--- src/rtl/fm_wm_pkg.sv ---
// fm_wm_pkg: shared state encoding and default sizes for the FM x WM product engine
package fm_wm_pkg;
  typedef enum logic [2:0] {IDLE, ISSUE, LAST, WRITE, DONE} state_t;
  localparam int FEATURE_ROWS = 6;
  localparam int FEATURE_COLS = 96;
  localparam int WEIGHT_COLS = 3;
  localparam int DATA_WIDTH = 5;
  localparam int DOT_PROD_WIDTH = 16;
  localparam int ADDRESS_WIDTH = 13;
endpackage

--- src/rtl/fm_wm_transform_mac.sv ---
// fm_wm_mac: unsigned multiply-accumulate with clear and enable, wrapping accumulator
module fm_wm_mac #(
  parameter int DATA_WIDTH = 5,
  parameter int DOT_PROD_WIDTH = 16
)(
  input  logic                      clk,
  input  logic                      rst,
  input  logic                      clr,
  input  logic                      en,
  input  logic [DATA_WIDTH-1:0]     a,
  input  logic [DATA_WIDTH-1:0]     b,
  output logic [DOT_PROD_WIDTH-1:0] acc
);
  logic [2*DATA_WIDTH-1:0] prod;
  assign prod = a * b;
  // clear wins over accumulate; the sum wraps modulo 2^DOT_PROD_WIDTH
  always_ff @(posedge clk) begin
    if (rst || clr) acc <= '0;
    else if (en) acc <= acc + DOT_PROD_WIDTH'(prod);
  end
endmodule

--- src/rtl/fm_wm_transform.sv ---
// fm_wm_transform: sequences element-serial dot products of FM x WM into the product memory
module fm_wm_transform import fm_wm_pkg::*; #(
  parameter int FEATURE_ROWS = fm_wm_pkg::FEATURE_ROWS,
  parameter int FEATURE_COLS = fm_wm_pkg::FEATURE_COLS,
  parameter int WEIGHT_COLS = fm_wm_pkg::WEIGHT_COLS,
  parameter int DATA_WIDTH = fm_wm_pkg::DATA_WIDTH,
  parameter int DOT_PROD_WIDTH = fm_wm_pkg::DOT_PROD_WIDTH,
  parameter int ADDRESS_WIDTH = fm_wm_pkg::ADDRESS_WIDTH,
  parameter int FEATURE_WIDTH = $clog2(FEATURE_ROWS),
  parameter int WEIGHT_WIDTH = $clog2(WEIGHT_COLS)
)(
  input  logic                      clk,
  input  logic                      rst,
  input  logic                      start,
  output logic                      busy,
  output logic                      done,
  output logic [ADDRESS_WIDTH-1:0]  fm_read_addr,
  output logic [ADDRESS_WIDTH-1:0]  wm_read_addr,
  output logic                      read_en,
  input  logic [DATA_WIDTH-1:0]     fm_data_in,
  input  logic [DATA_WIDTH-1:0]     wm_data_in,
  output logic [FEATURE_WIDTH-1:0]  write_row,
  output logic [WEIGHT_WIDTH-1:0]   write_col,
  output logic                      wr_en,
  output logic [DOT_PROD_WIDTH-1:0] fm_wm_out
);
  localparam int KW = $clog2(FEATURE_COLS);
  state_t state;
  logic [FEATURE_WIDTH-1:0] r, nr;
  logic [WEIGHT_WIDTH-1:0] c, nc;
  logic [KW-1:0] k;
  logic valid, last_entry;
  logic [DOT_PROD_WIDTH-1:0] acc;
  // next product entry in row-major order
  always_comb begin
    nc = (c == WEIGHT_WIDTH'(WEIGHT_COLS-1)) ? '0 : c + 1'b1;
    nr = (nc == '0) ? r + 1'b1 : r;
    last_entry = (r == FEATURE_WIDTH'(FEATURE_ROWS-1)) && (c == WEIGHT_WIDTH'(WEIGHT_COLS-1));
  end
  // read data arrives one cycle after each read strobe
  always_ff @(posedge clk) begin
    valid <= rst ? 1'b0 : read_en;
  end
  fm_wm_mac #(.DATA_WIDTH(DATA_WIDTH), .DOT_PROD_WIDTH(DOT_PROD_WIDTH)) u_mac (
    .clk(clk),
    .rst(rst),
    .clr(state == WRITE || state == IDLE),
    .en(valid),
    .a(fm_data_in),
    .b(wm_data_in),
    .acc(acc)
  );
  // control FSM; strobes and addresses are registered, reads issued for the state being entered
  always_ff @(posedge clk) begin
    if (rst) begin
      state <= IDLE;
      r <= '0;
      c <= '0;
      k <= '0;
      busy <= 1'b0;
      done <= 1'b0;
      read_en <= 1'b0;
      wr_en <= 1'b0;
      fm_read_addr <= '0;
      wm_read_addr <= '0;
      write_row <= '0;
      write_col <= '0;
      fm_wm_out <= '0;
    end else begin
      case (state)
        IDLE: begin
          done <= 1'b0;
          if (start) begin
            state <= ISSUE;
            busy <= 1'b1;
            r <= '0;
            c <= '0;
            k <= '0;
            read_en <= 1'b1;
            fm_read_addr <= '0;
            wm_read_addr <= '0;
          end
        end
        ISSUE: begin
          wr_en <= 1'b0;
          if (k == KW'(FEATURE_COLS-1)) begin
            state <= LAST;
            read_en <= 1'b0;
          end else begin
            k <= k + 1'b1;
            fm_read_addr <= fm_read_addr + 1'b1;
            wm_read_addr <= wm_read_addr + ADDRESS_WIDTH'(WEIGHT_COLS);
          end
        end
        LAST: state <= WRITE;
        WRITE: begin
          wr_en <= 1'b1;
          write_row <= r;
          write_col <= c;
          fm_wm_out <= acc;
          k <= '0;
          c <= nc;
          r <= last_entry ? '0 : nr;
          if (last_entry) state <= DONE;
          else begin
            state <= ISSUE;
            read_en <= 1'b1;
            fm_read_addr <= ADDRESS_WIDTH'(int'(nr) * FEATURE_COLS);
            wm_read_addr <= ADDRESS_WIDTH'(nc);
          end
        end
        DONE: begin
          wr_en <= 1'b0;
          done <= 1'b1;
          busy <= 1'b0;
          state <= IDLE;
        end
        default: state <= IDLE;
      endcase
    end
  end
endmodule
--- config.mk ---
export PLATFORM = sky130hd
export DESIGN_NAME = fm_wm_transform
export DESIGN_NICKNAME = d
export VERILOG_FILES = /design/src/rtl/fm_wm_pkg.sv /design/src/rtl/fm_wm_transform_mac.sv /design/src/rtl/fm_wm_transform.sv
export SDC_FILE = /design/constraint.sdc
export NUM_CORES = 1
export LEC_CHECK = 0
export CORE_MARGIN = 4
export CORE_UTILIZATION = 45
export DETAILED_ROUTE_END_ITERATION = 8
export PLACE_DENSITY_LB_ADDON = 0.3
export SLEW_MARGIN = 5
export SYNTH_ARGS = -nofsm -noshare
export SYNTH_HDL_FRONTEND = slang
export SYNTH_SLANG_ARGS = --single-unit
--- constraint.sdc ---
create_clock -name clk -period 11.45 [get_ports clk]
set_clock_uncertainty 0.15 [all_clocks]
set_input_delay 2.29 -clock clk [delete_from_list [all_inputs] [get_ports clk]]
set_output_delay 2.29 -clock clk [all_outputs]
set_load 0.05 [all_outputs]
==> results of run 1 <==
through the flow:
| stage | hold WS (ns) | instance area [µm²] | instances | utilization, % | power, mW |
|---|---|---|---|---|---|
| after floorplan | 0.2819 | 4878 | 572 | - | 0.3827 |
| after global placement | 0.2937 | 5604 | 747 | 53.56 | 0.4074 |
| after detailed placement | 0.2967 | 5604 | 747 | 53.56 | 0.4105 |
| after CTS | 0.3089 | 5809 | 763 | 55.53 | 0.6353 |
| after global routing | 0.3310 | 5809 | 763 | 55.53 | 0.6599 |
| final | 0.3078 | 5809 | 763 | 55.53 | 0.6278 |
report_power, final:
part | switching, mW | leakage (nW) | internal, mW
Clock | 0.119 | 0.107 | 0.105
Combinational | 0.0632 | 1.41 | 0.0423
Sequential | 0.00624 | 0.670 | 0.292
Total | 0.188 | 2.19 | 0.439
sequential cells by signal, indices dropped and copies added, names as in the netlist:
| name | count |
|---|---|
| busy | 1 |
| c | 2 |
| done | 1 |
| fm_read_addr | 13 |
| fm_wm_out | 16 |
| k | 7 |
| r | 3 |
| read_en | 1 |
| state | 3 |
| u_mac.acc | 16 |
| valid | 1 |
| wm_read_addr | 13 |
| wr_en | 1 |
| write_col | 2 |
| write_row | 3 |
cells in the mapped netlist (4+ instances only):
cell and n:
xor2_1 19, nand2b_1 5, o2111ai_1 10, nand2_1 63, and3_1 6, fa_1 18
nand3_1 12, a22oi_1 5, nor3_1 10, o21ai_0 12, or3_1 7, mux2i_1 12
nand3b_1 7, nor2_1 45, ha_1 28, a31oi_1 5, nand4_1 10, inv_1 41
a21oi_1 47, clkbuf_1 20, xnor2_1 10, o211ai_1 9, o21bai_1 4, dfxtp_1 83
and2_1 23, a211oi_1 6, buf_2 6, a21o_1 5, or4_1 5
area by class of cell:
type / count / area, µm²
multi-input cells: 420 / 2963
clock inverters: 7 / 81.33
fillers: 1005 / 4653
clock buffers: 9 / 123.9
inverters: 41 / 153.9
flip-flops and latches: 83 / 1662
repair buffers: 67 / 655.6
well taps: 136 / 170.2
metal layers:
layer | part of all wire [%] | track usage, % | routed length, µm | up-vias
met5 | 0 | 0 | 0 | -
met4 | 2.2 | 7.692 | 248 | 0
met3 | 3.3 | 2.857 | 366 | 19
met2 | 48 | 30.39 | 5324 | 77
met1 | 47 | 23.15 | 5175 | 1992
li1 | - | - | - | 2087
worst max-delay path by stage:
| stage | from | endpoint | slack (ns) | cells past startpoint |
|---|---|---|---|---|
| 6_report | wm_data_in[4] | u_mac.acc[10]$_SDFFE_PP0P_ | 5.41 | 13 |
| 3_5_place_dp | wm_data_in[4] | u_mac.acc[10]$_SDFFE_PP0P_ | 5.00 | 13 |
| 2_1_floorplan | wm_data_in[4] | u_mac.acc[10]$_SDFFE_PP0P_ | 5.75 | 12 |
| 4_1_cts | wm_data_in[4] | u_mac.acc[10]$_SDFFE_PP0P_ | 5.42 | 13 |
| 5_1_grt | wm_data_in[4] | u_mac.acc[10]$_SDFFE_PP0P_ | 5.13 | 13 |
| 3_3_place_gp | wm_data_in[4] | u_mac.acc[10]$_SDFFE_PP0P_ | 5.11 | 13 |
worst max-delay path: stages:
cell             delay (ns)
clkdlybuf4s50_1        0.46
and2_1                 0.20
fa_1                   0.50
fa_1                   0.54
inv_1                  0.05
fa_1                   0.52
inv_1                  0.04
ha_1                   0.32
o21ai_0                0.28
o21bai_1               0.15
a31oi_1                0.40
mux2i_1                0.23
a211oi_1               0.09
cell families (layout without fill, tap and decap cells):
| kind of cell | count (synthesis) | after routing | share of synthesized area [%] |
|---|---|---|---|
| adder cells (fa/ha/maj) | 46 | 46 | 14.57 |
| flip-flops | 83 | 83 | 34.06 |
| AO/OA/AOI/OAI | 117 | 117 | 15.47 |
| AND/OR/NAND/NOR | 215 | 215 | 22.54 |
| multiplexers | 13 | 13 | 2.693 |
| XOR/XNOR | 29 | 29 | 5.206 |
| buffers and inverters | 69 | 124 | 5.463 |
==> flow_metrics.py, run 1 <==
metrics = {
    "global_routing": {
        "grt_pass1_vias": 4158,
        "grtUsageTotal_pct": 18.12,
        "grt_start_max_net_pins": 51,
        "grt_pass1_wl_um": 19180,
        "antenna_found_initial": 0,
        "grt_overflow_total": 0,
    },
    "routing": {
        "viasPerCell": 5.472,
        "drt_iter0_drc": 151,
        "drt_pass1_iterations": 5,
        "ant_nets": 0,
        "routed_wirelength_um": 11110,
        "vias": 4175,
        "drt-wirelength-per-cell_um": 14.57,
        "route.detailed.drc": 0,
    },
    "synthesis": {
        "synthCells": 572,
        "ys_seq_area_share_pct": 34.06,
        "ys_types": 55,
        "synth_area_leaders": "dfxtp_1 (34%), fa_1 (7.4%), ha_1 (7.2%)",
        "async_flop_share_pct": 0,
        "ys.flop_type": "dfxtp_1",
        "postSynthAreaPerCell_um2": 8.529,
        "synth_edf_count": 0,
        "synth.net_count": 631,
        "syn_area_um2": 4878,
        "yosysWarningCount": 0,
        "synth-seq-cells": 83,
        "synth.largest_area_cell": "dfxtp_1",
        "yosys.area.top_type_share_pct": 34.06,
    },
    "setup_path": {
        "crit_fanout": 5,
        "worstPathRequired_ns": 11.51,
        "reg2reg_from": "u_mac.acc[4]$_SDFFE_PP0P_",
        "reg2regPathDepth": 11,
        "endpoint_kind": "register",
        "cp-start-kind": "primary input",
        "r2r_slack_ns": 7.73,
        "r2r-end": "u_mac.acc[10]$_SDFFE_PP0P_",
        "critPathArrivalTime_ns": 6.10,
        "worstSetupPathType": "primary input to register",
    },
    "power": {
        "power.density_nw_per_um2": 108.1,
        "ir_worst_vdd_uv": 51.45,
        "leakagePower_nw": 2.186,
    },
    "clock_network": {
        "htree_levels": 3,
        "cts_resized": 0,
        "cts_made_buffers": 9,
        "clock_sinks": 83,
        "postCtsSetupBuffers": 0,
        "cts_tree": "built",
        "holdBufCountCts": 0,
        "cts.path.max_buffers": 2,
        "insertion_delay_ns": 0.37,
        "cts_root_buffer": "clkbuf_8",
        "clk_pin_slew_worst_paths_ns": 0.09,
    },
    "worst_hold_path": {
        "hold_end": "fm_wm_out[8]$_SDFFE_PP0P_",
        "hold_class": "register to register",
        "hold_start": "u_mac.acc[8]$_SDFFE_PP0P_",
        "min_path_cells": 2,
    },
    "die": {
        "boundaryPins": 64,
        "rows": 37,
        "dieArea_um2": 12570,
        "die_h_um": 112.1,
        "core-area_um2": 10460,
        "die_width_um": 112.1,
        "start_util_pct": 46.63,
    },
    "finish": {
        "area_growth_pct": 19.08,
        "final_cell_mix": "dfxtp_1 (83), nand2_1 (63), clkdlybuf4s50_1 (62)",
        "antenna_cells": 0,
        "layout_commonest_cell": "dfxtp_1",
        "layout-drive-gt1-share_pct": 4.785,
        "fin_nets": 681,
    },
    "sta": {
        "finalHoldViolations": 0,
        "period_needed_ns": 6.038,
        "fin_setup_tns_ns": 0,
        "rsz0062_at_grt": "false",
        "worstMarginPinSlew_ns": 1.013,
        "clock.fmax_ghz": 0.1656,
        "setup_slack_ns": 5.412,
        "setup_viol": 0,
        "finalCritPeriodShare_pct": 52.74,
        "maxSlewHeadroom_pct": 32.37,
        "drv_slew": 0,
    },
    "run": {
        "drv_cap": 0,
    },
    "status": {
        "status": "finished, final reports clean",
    },
    "place": {
        "gp_congestion": 0.8737,
        "post-place-ws_ns": 5.004,
        "io_buffers": 63,
        "place_hpwl_um": 8173,
    },
}
Note: power is estimated with default switching activity, not from simulation.
==> run 2, diff against run 1 <==
Clock period 11.45 ns to 5 ns, I/O delays scaled along.
==> run 2 against run 1 <==
Worst hold slack barely moved. Core utilization rose by 0.38 points. Register-to-register slack got worse by 6.3 ns. Largest cell class unchanged. Cell area rose by 0.69%. Count of clock-buffer cells in the layout rose by 1. Cell count rose by 0.79%. Power rose by 130%. Setup slack got worse by 5.1 ns. Critical path type unchanged. Sequential share of layout area fell by 0.20 points. Combinational power rose by 140%.
==> flow_metrics.py, run 2 (synthesis gave the netlist of run 1 again) <==
metrics = {
    "setup_path": {
        "crit_fanout": 5,
        "critPathArrivalTime_ns": 4.75,
        "cp_top_family": "adder cells",
        "critical-path-max-stage-delay_ns": 0.55,
        "worstSetupPathType": "primary input to register",
        "crit_buf_inv": 3,
        "crit_chain": "clkdlybuf4s50_1 > and2_1 > fa_1 > fa_1 > inv_1 > fa_1 > inv_1 > ha_1 > o21ai_0 > o21bai_1 > a31oi_1 > mux2i_1 > a211oi_1",
        "worstPathRequired_ns": 5.06,
        "endpoint_kind": "register",
        "cp_common_cell": "fa_1",
        "cpMaxStageDelayCell": "clkdlybuf4s50_1",
        "cp-start-kind": "primary input",
    },
    "place": {
        "place_hpwl_um": 8351,
        "dp.cells": 753,
        "io_buffers": 63,
        "post-place-ws_ns": -0.08269,
        "gp_congestion": 0.8833,
    },
    "die": {
        "die_h_um": 112.1,
        "die_width_um": 112.1,
        "boundaryPins": 64,
        "rows": 37,
        "core-area_um2": 10460,
        "dieArea_um2": 12570,
        "start_util_pct": 46.63,
    },
    "sta": {
        "setup_slack_ns": 0.3150,
        "worstMarginPinSlew_ns": 0.9402,
        "whs_ns": 0.3082,
        "setup_viol": 0,
        "clock.fmax_ghz": 0.2134,
        "finalCritPeriodShare_pct": 93.70,
        "finalHoldViolations": 0,
        "period_needed_ns": 4.685,
        "drv_slew": 0,
        "maxSlewHeadroom_pct": 37.28,
        "rsz0062_at_grt": "false",
    },
    "routing": {
        "ant_nets": 0,
        "drt_pass1_iterations": 4,
        "vias": 4251,
        "routed_wirelength_um": 11380,
        "drt_iter0_drc": 226,
        "route.detailed.drc": 0,
        "drt-wirelength-per-cell_um": 14.80,
        "viasPerCell": 5.528,
    },
    "global_routing": {
        "grt_pass1_wl_um": 19260,
        "grt_pass1_vias": 4114,
        "grt_overflow_total": 0,
        "grt_start_max_net_pins": 51,
        "grtUsageTotal_pct": 18.32,
        "antenna_found_initial": 0,
    },
    "finish": {
        "antenna_cells": 0,
        "fin_nets": 687,
        "multi_input_area_um2": 2963,
        "regArea_um2": 1662,
        "layout-drive-gt1-share_pct": 5.529,
        "top_regs": "fm_wm_out: 16 flops, u_mac.acc: 16 flops",
        "fillCellCount": 989,
        "final_cells": 769,
        "final_util_pct": 55.91,
        "area_growth_pct": 19.90,
        "final_cell_mix": "dfxtp_1 (83), nand2_1 (63), clkdlybuf4s50_1 (62)",
        "layout_commonest_cell": "dfxtp_1",
    },
    "clock_network": {
        "htree_levels": 3,
        "postCtsSetupBuffers": 0,
        "holdBufCountCts": 0,
        "insertion_delay_ns": 0.38,
        "clock_sinks": 83,
        "clk_pin_slew_worst_paths_ns": 0.08,
        "cts_resized": 0,
        "cts_made_buffers": 9,
        "cts_root_buffer": "clkbuf_8",
        "cts.path.max_buffers": 2,
        "cts_tree": "built",
    },
    "status": {
        "status": "finished, final reports clean",
    },
    "power": {
        "ir_worst_vdd_uv": 126.4,
        "leakagePower_nw": 2.203,
        "power.density_nw_per_um2": 245.2,
    },
    "worst_hold_path": {
        "hold_class": "register to register",
    },
    "run": {
        "drv_cap": 0,
    },
}
## run 2: report_power, final
part / total [mW] / switching (mW) / internal, mW
clock: 0.503 / 0.265 / 0.237
combinational: 0.253 / 0.153 / 0.0998
sequential: 0.679 / 0.0105 / 0.669
total: 1.43 / 0.429 / 1.01
## run 2: path summary, 6_finish.rpt
| path | slack (ns) | end | depth (start not counted) | startpoint |
|---|---|---|---|---|
| setup / recovery | 0.31 | u_mac.acc[10]$_SDFFE_PP0P_ | 13 | fm_data_in[2] |
| hold / removal | 0.31 | fm_wm_out[6]$_SDFFE_PP0P_ | 2 | fm_wm_out[6]$_SDFFE_PP0P_ |
| setup reg to reg | 1.39 | u_mac.acc[10]$_SDFFE_PP0P_ | 11 | u_mac.acc[4]$_SDFFE_PP0P_ |
| hold reg to reg | 0.31 | fm_wm_out[6]$_SDFFE_PP0P_ | 2 | fm_wm_out[6]$_SDFFE_PP0P_ |
## run 2: final cells by class
type / instances / share of cell area [%]
inverters: 41 / 2.631
multi-input cells: 420 / 50.65
clock inverters: 6 / 1.241
repair buffers: 73 / 11.98
well taps: 136 / 2.909
clock buffers: 10 / 2.182
flip-flops and latches: 83 / 28.41
## run 2: per-layer routing
metal  track usage, %  wire length, µm  up-vias
met4            6.971              180        0
met3            4.582              440       15
met5                0                0        -
met1            23.17             5189     2052
met2            30.15             5570       80
li1                 -                -     2104
## run 2: worst min-delay path, cell delays in order, from the launching register on
cell	delay (ns)
dfxtp_1	0.32
nand2_1	0.05
a21oi_1	0.05
## run 2: per-stage QoR
step	power, mW	area, µm²	TNS [ns]
2_1_floorplan	0.8764	4878	0
3_3_place_gp	0.9363	5649	0
3_5_place_dp	0.9473	5649	-0.2092
4_1_cts	1.449	5849	0
5_1_grt	1.519	5849	0
6_report	1.434	5849	0
